===== config.mk =====
export PLATFORM = sky130hd
export DESIGN_NAME = nd_2to1_arb
export DESIGN_NICKNAME = d
export VERILOG_FILES = /design/src/rtl/nd_2to1_arb.sv
export SDC_FILE = /design/constraint.sdc
export NUM_CORES = 1
export LEC_CHECK = 0
export ABC_AREA = 0
export CORE_ASPECT_RATIO = 1.4
export CORE_MARGIN = 2
export CORE_UTILIZATION = 35
export CTS_CLUSTER_DIAMETER = 200
export CTS_CLUSTER_SIZE = 12
export DETAILED_ROUTE_END_ITERATION = 8
export PLACE_DENSITY = 0.79
export SYNTH_ARGS = -nofsm -noshare
export SYNTH_HDL_FRONTEND = slang
export SYNTH_SLANG_ARGS = --single-unit

===== constraint.sdc =====
create_clock -name i_clk -period 1.4 [get_ports i_clk]
set_input_delay 0.28 -clock i_clk [delete_from_list [all_inputs] [get_ports i_clk]]
set_output_delay 0.28 -clock i_clk [all_outputs]
set_load 0.05 [all_outputs]

===== src/rtl/nd_2to1_arb.sv =====
// Merges two toggle-handshake receive channels onto one send channel; NS_ARB_ROUND_ROBIN_EN selects round-robin ties, else input 0 wins.
// Latency: 2 synchronizer edges plus 1 grant edge from rcvN_req toggle to snd0_req/rcvN_ack toggle; the snd0 register is the only buffer.
// Backpressure: no grant while snd0_req is unacknowledged downstream; pending inputs simply keep their request.
`ifndef NS_ADDRESS_SIZE
`define NS_ADDRESS_SIZE 8
`endif
`ifndef NS_DATA_SIZE
`define NS_DATA_SIZE 8
`endif
`ifndef NS_REDUN_SIZE
`define NS_REDUN_SIZE 4
`endif

module nd_2to1_arb #(
    parameter int ASZ = `NS_ADDRESS_SIZE,
    parameter int DSZ = `NS_DATA_SIZE,
    parameter int RSZ = `NS_REDUN_SIZE
) (
    input  logic           i_clk,
    input  logic           reset,
    output logic           ready,

    input  logic           rcv0_req,
    output logic           rcv0_ack,
    input  logic [ASZ-1:0] rcv0_src,
    input  logic [ASZ-1:0] rcv0_dst,
    input  logic [DSZ-1:0] rcv0_dat,
    input  logic [RSZ-1:0] rcv0_red,

    input  logic           rcv1_req,
    output logic           rcv1_ack,
    input  logic [ASZ-1:0] rcv1_src,
    input  logic [ASZ-1:0] rcv1_dst,
    input  logic [DSZ-1:0] rcv1_dat,
    input  logic [RSZ-1:0] rcv1_red,

    output logic           snd0_req,
    input  logic           snd0_ack,
    output logic [ASZ-1:0] snd0_src,
    output logic [ASZ-1:0] snd0_dst,
    output logic [DSZ-1:0] snd0_dat,
    output logic [RSZ-1:0] snd0_red,

    output logic           last_gnt
);

    localparam logic [1:0] ST_RST  = 2'd0;
    localparam logic [1:0] ST_IDLE = 2'd1;
    localparam logic [1:0] ST_SEND = 2'd2;

    logic [1:0] state;
    logic       rst_cnt;
    logic [1:0] req0_sync;
    logic [1:0] req1_sync;
    logic [1:0] ack_sync;
    logic       pend0;
    logic       pend1;
    logic       gnt_vld;
    logic       gnt_sel;

    // Producers and consumer may run on unrelated clocks; only toggles cross.
    always_ff @(posedge i_clk or posedge reset) begin
        if (reset) begin
            req0_sync <= 2'b00;
            req1_sync <= 2'b00;
            ack_sync  <= 2'b00;
        end else begin
            req0_sync <= {req0_sync[0], rcv0_req};
            req1_sync <= {req1_sync[0], rcv1_req};
            ack_sync  <= {ack_sync[0], snd0_ack};
        end
    end

    assign pend0 = req0_sync[1] ^ rcv0_ack;
    assign pend1 = req1_sync[1] ^ rcv1_ack;

    always_comb begin
        gnt_vld = (state == ST_IDLE) && (pend0 || pend1);
        gnt_sel = pend1;
        if (pend0 && pend1) begin
`ifdef NS_ARB_ROUND_ROBIN_EN
            gnt_sel = ~last_gnt;
`else
            gnt_sel = 1'b0;
`endif
        end
    end

    always_ff @(posedge i_clk or posedge reset) begin
        if (reset) begin
            state    <= ST_RST;
            rst_cnt  <= 1'b0;
            ready    <= 1'b0;
            last_gnt <= 1'b1;
            rcv0_ack <= 1'b0;
            rcv1_ack <= 1'b0;
            snd0_req <= 1'b0;
            snd0_src <= '0;
            snd0_dst <= '0;
            snd0_dat <= '0;
            snd0_red <= '0;
        end else begin
            case (state)
                ST_RST: begin
                    // Two edges after release lets the synchronizers flush.
                    if (rst_cnt) begin
                        state <= ST_IDLE;
                        ready <= 1'b1;
                    end else begin
                        rst_cnt <= 1'b1;
                    end
                end
                ST_IDLE: begin
                    if (gnt_vld) begin
                        if (gnt_sel) begin
                            snd0_src <= rcv1_src;
                            snd0_dst <= rcv1_dst;
                            snd0_dat <= rcv1_dat;
                            snd0_red <= rcv1_red;
                            rcv1_ack <= ~rcv1_ack;
                        end else begin
                            snd0_src <= rcv0_src;
                            snd0_dst <= rcv0_dst;
                            snd0_dat <= rcv0_dat;
                            snd0_red <= rcv0_red;
                            rcv0_ack <= ~rcv0_ack;
                        end
                        snd0_req <= ~snd0_req;
                        last_gnt <= gnt_sel;
                        state    <= ST_SEND;
                    end
                end
                ST_SEND: begin
                    if (ack_sync[1] == snd0_req) begin
                        state <= ST_IDLE;
                    end
                end
                default: state <= ST_RST;
            endcase
        end
    end

endmodule


==> metrics.md <==
| Metric | Value |
|---|---|
| Status | complete, but fails checks |
| Failing checks | setup timing |
| Worst vdd ir | ~1.5 mV |
| CTS tree | yes |
| Cell Pwr Density | roughly 2700 mW/mm^2 |
| CTS buffer count | 5 |
| Largest family of logic cells by synthesized area | compound AO/OA/AOI/OAI gates |
| Post-synth cell types | 25 |
| Setup Skew | roughly 0.004 ns |
| Register bit total from synthesis | 42 |
| Layout cell share with drive strength beyond 1 | between 20 and 30% |
| R2R Path End | snd0_src[7] |
| Reg area | between 0.001 and 0.0015 sq mm |
| F_max | between 600 and 700 MHz |
| First-pass GRT wire length | roughly 8000 um |
| CTS sink cnt | 42 |
| # DRC | 0 |
| Commonest non-fill, non-tap cell in the layout | clkdlybuf4s50_1 |
| Vias in the first global route | between 1,500 and 2,000 |
| Slew @ Worst Pin | ~0.42 ns |
| Internal reg-to-reg setup slack | -0.08 ns |
| Crit path kind | flip-flop to flip-flop |
| Syn. warnings | 0 |
| Final Setup Violations | 29 |
| Die area | ~0.0056 sq mm |
| CP Capture Type | flip-flop |
| Post-Synth Adder-Cell Area | 0% |
| Compound-Gate Fraction of Synth Area | 18.1% |
| Multi-input logic area | ~650 sq um |
| Root buffer cell | clkbuf_8 |
| Crit path required time | 1.63 ns |
| CP Max Fanout | 5 |
| Hold_ws | about 0.32 ns |
| I/O pin total | 94 |
| Depth of the most critical reg-to-reg path | 4 |
| Final wirelength | ~5000 um |
| CTS HTree Levels | 2 |
| Drt first pass iters | 4 |
| Post-Syn Area per Cell | ~13 sq um |
| Final Hold Fails | 0 |
| Worst-Skew Late Latency | between 0.2 and 0.3 ns |
| Row Count | 30 |
| Hold WC Path Type | input port to async pin |
| Fin crit period | 1.48 ns |
| Initial DRC count | 46 |
| DRT antenna net count | 0 |
| Post-Synth Simple-Gate Area | 12.9% |
| Synth Cell Area | approximately 0.0017 sq mm |
| RSZ-0062 raised after global routing | yes |
| Cts hold-fix bufs | 0 |
| Leakage power total | roughly 1.5 nW |
| Worst R2R Start | req0_sync[1] |
| Startpoint Class | flip-flop |
| Final core utilization | around 69% |
| Clk slew on worst S/H paths | ~0.080 ns |
| Initial Util | roughly 36% |
| Antenna diode count | 0 |
| Routed via count | 1,532 |
| HPWL Detailed | 3730 um |
| Yosys top cell by area | dfrtp_1 |
| Antenna violations before repair | 0 |
| Mux contribution to synthesized area | between 1.5 and 2% |
| Fillcell total | 380 |
| PortBufs | 93 |
| Pin count of the biggest net entering global routing | 43 |
| Area grow syn2layout | 90.9% |
| Commonest cells after routing, fill and taps aside | clkdlybuf4s50_1 (60), dfrtp_1 (38), buf_12 (36) |
| XOR/XNOR Fraction of Synth Area | around 2.9% |
| Synth area leaders | dfrtp_1 (59%), a221o_1 (16%), and3_1 (10%), xor2_2 (1.9%), clkbuf_1 (1.7%) |
| Vias per std cell | 5.09 |
| Slew headroom | 72.2% |
| Core Region | around 0.0048 sq mm |
| GP Congestion | approximately 0.75 |
| Gr usage total | between 10% and 20% |
| Routed len/inst | about 17 um |
| Synth top area share | between 50% and 60% |
| Total of max-cap violations | 0 |
| Die Y | just under 90 um |
| Remaining Overflow, GRT | 0 |
| Die W | about 64 um |
| Clock buffer depth | 2 |
| Final #Nets | about 300 |
| Mapped Nets | around 190 |
| Synth Instances | between 100 and 150 |
| Worst Setup Slack, final | -0.0803 ns |
| Data arrival, critical path | 1.71 ns |
| Part of the Yosys area used for sequential elements | around three fifths |
| Final period utilization | 106% |
| Slew Viols, Final | 0 |
-- Yosys cell counts --
master,n
or3_1,1
clkinv_1,1
mux2_1,1
and3_1,28
inv_1,1
dfrtp_1,41
buf_2,1
nand2_1,1
o21ai_1,1
a21oi_1,2
or2_2,1
o21ai_0,1
mux2i_1,1
clkbuf_1,8
o22ai_1,1
xor2_2,2
dfstp_2,1
a221o_1,28
a21o_1,1
buf_6,2
nor2_1,1
mux2_2,1
nor4b_4,1
nor2b_1,1
xnor2_1,2
-- repair_timing --
action	in CTS	in global routing
setup buffers	0	1
endpoints found under the hold margin	0	0
endpoints found under the setup margin	29	30
resized for setup	0	3
pin swaps	4	0
-- report_power, final --
part | internal, mW | switching [mW]
sequential | 1.74 | 0.577
combinational | 2.93 | 2.77
clock | 0.396 | 0.419
total | 5.07 | 3.77
-- critical path, cell delays in order (launching register included) --
cell,delay (ns)
dfrtp_2,0.45
xor2_4,0.21
nor4b_4,0.40
buf_4,0.22
a221o_1,0.15
-- worst max path at each step --
stage | start | to | slack (ns)
3_3_place_gp | req1_sync[1] | snd0_dat[3] | -0.04
3_5_place_dp | req0_sync[1] | snd0_src[2] | -0.08
2_1_floorplan | rcv0_ack | rcv1_ack | -0.25
5_1_grt | req0_sync[1] | snd0_src[7] | -0.13
6_report | req0_sync[1] | snd0_src[7] | -0.08
4_1_cts | req0_sync[1] | snd0_src[7] | -0.1
-- flip-flops by register name, summed over array words and instances, names as in the netlist --
signal / flops
ack_sync: 2
last_gnt: 1
rcv0_ack: 1
rcv1_ack: 1
ready: 1
req0_sync: 2
req1_sync: 2
rst_cnt: 1
snd0_dat: 8
snd0_dst: 8
snd0_red: 4
snd0_req: 1
snd0_src: 8
state: 2
-- cell families after synthesis --
group / Yosys count
AOI/OAI and AO/OA: 34
xor gates and xnor gates: 4
and+or+nand+nor: 34
muxes: 3
buffers and inverters: 13
DFF: 42
-- routing by layer --
layer | wire [um] | GRT usage [%] | up-vias | share of wire [%]
met3 | 269 | 4.27 | 6 | 5.4
met5 | 0 | 0 | - | 0
li1 | - | - | 712 | -
met1 | 1950 | 22.3 | 759 | 39
met2 | 2720 | 33.4 | 55 | 54
met4 | 59 | 5.93 | 0 | 1.2
-- through the flow --
step / setup TNS (ns) / area (sq um) / power, mW / setup WS [ns] / instances
2_1_floorplan: -4.53 / 1780 / 5.10 / -0.251 / 130
3_3_place_gp: -0.703 / 3220 / 7.92 / -0.0396 / 293
3_5_place_dp: -1.62 / 3220 / 8.05 / -0.0838 / 293
4_1_cts: -1.99 / 3310 / 8.88 / -0.0966 / 301
5_1_grt: -3.17 / 3320 / 9.27 / -0.134 / 301
6_report: -1.51 / 3320 / 8.84 / -0.0803 / 301
-- cell type report --
type                       instances  share of cell area (%)
clock buffer                       6                    2.49
clock inverter                     2                   0.377
inverter                           2                   0.226
multi-input combinational         75                    19.5
sequential                        42                    31.8
tap                               64                    2.41
timing repair buffer             110                    43.2
Note: power is estimated with default switching activity, not from simulation.
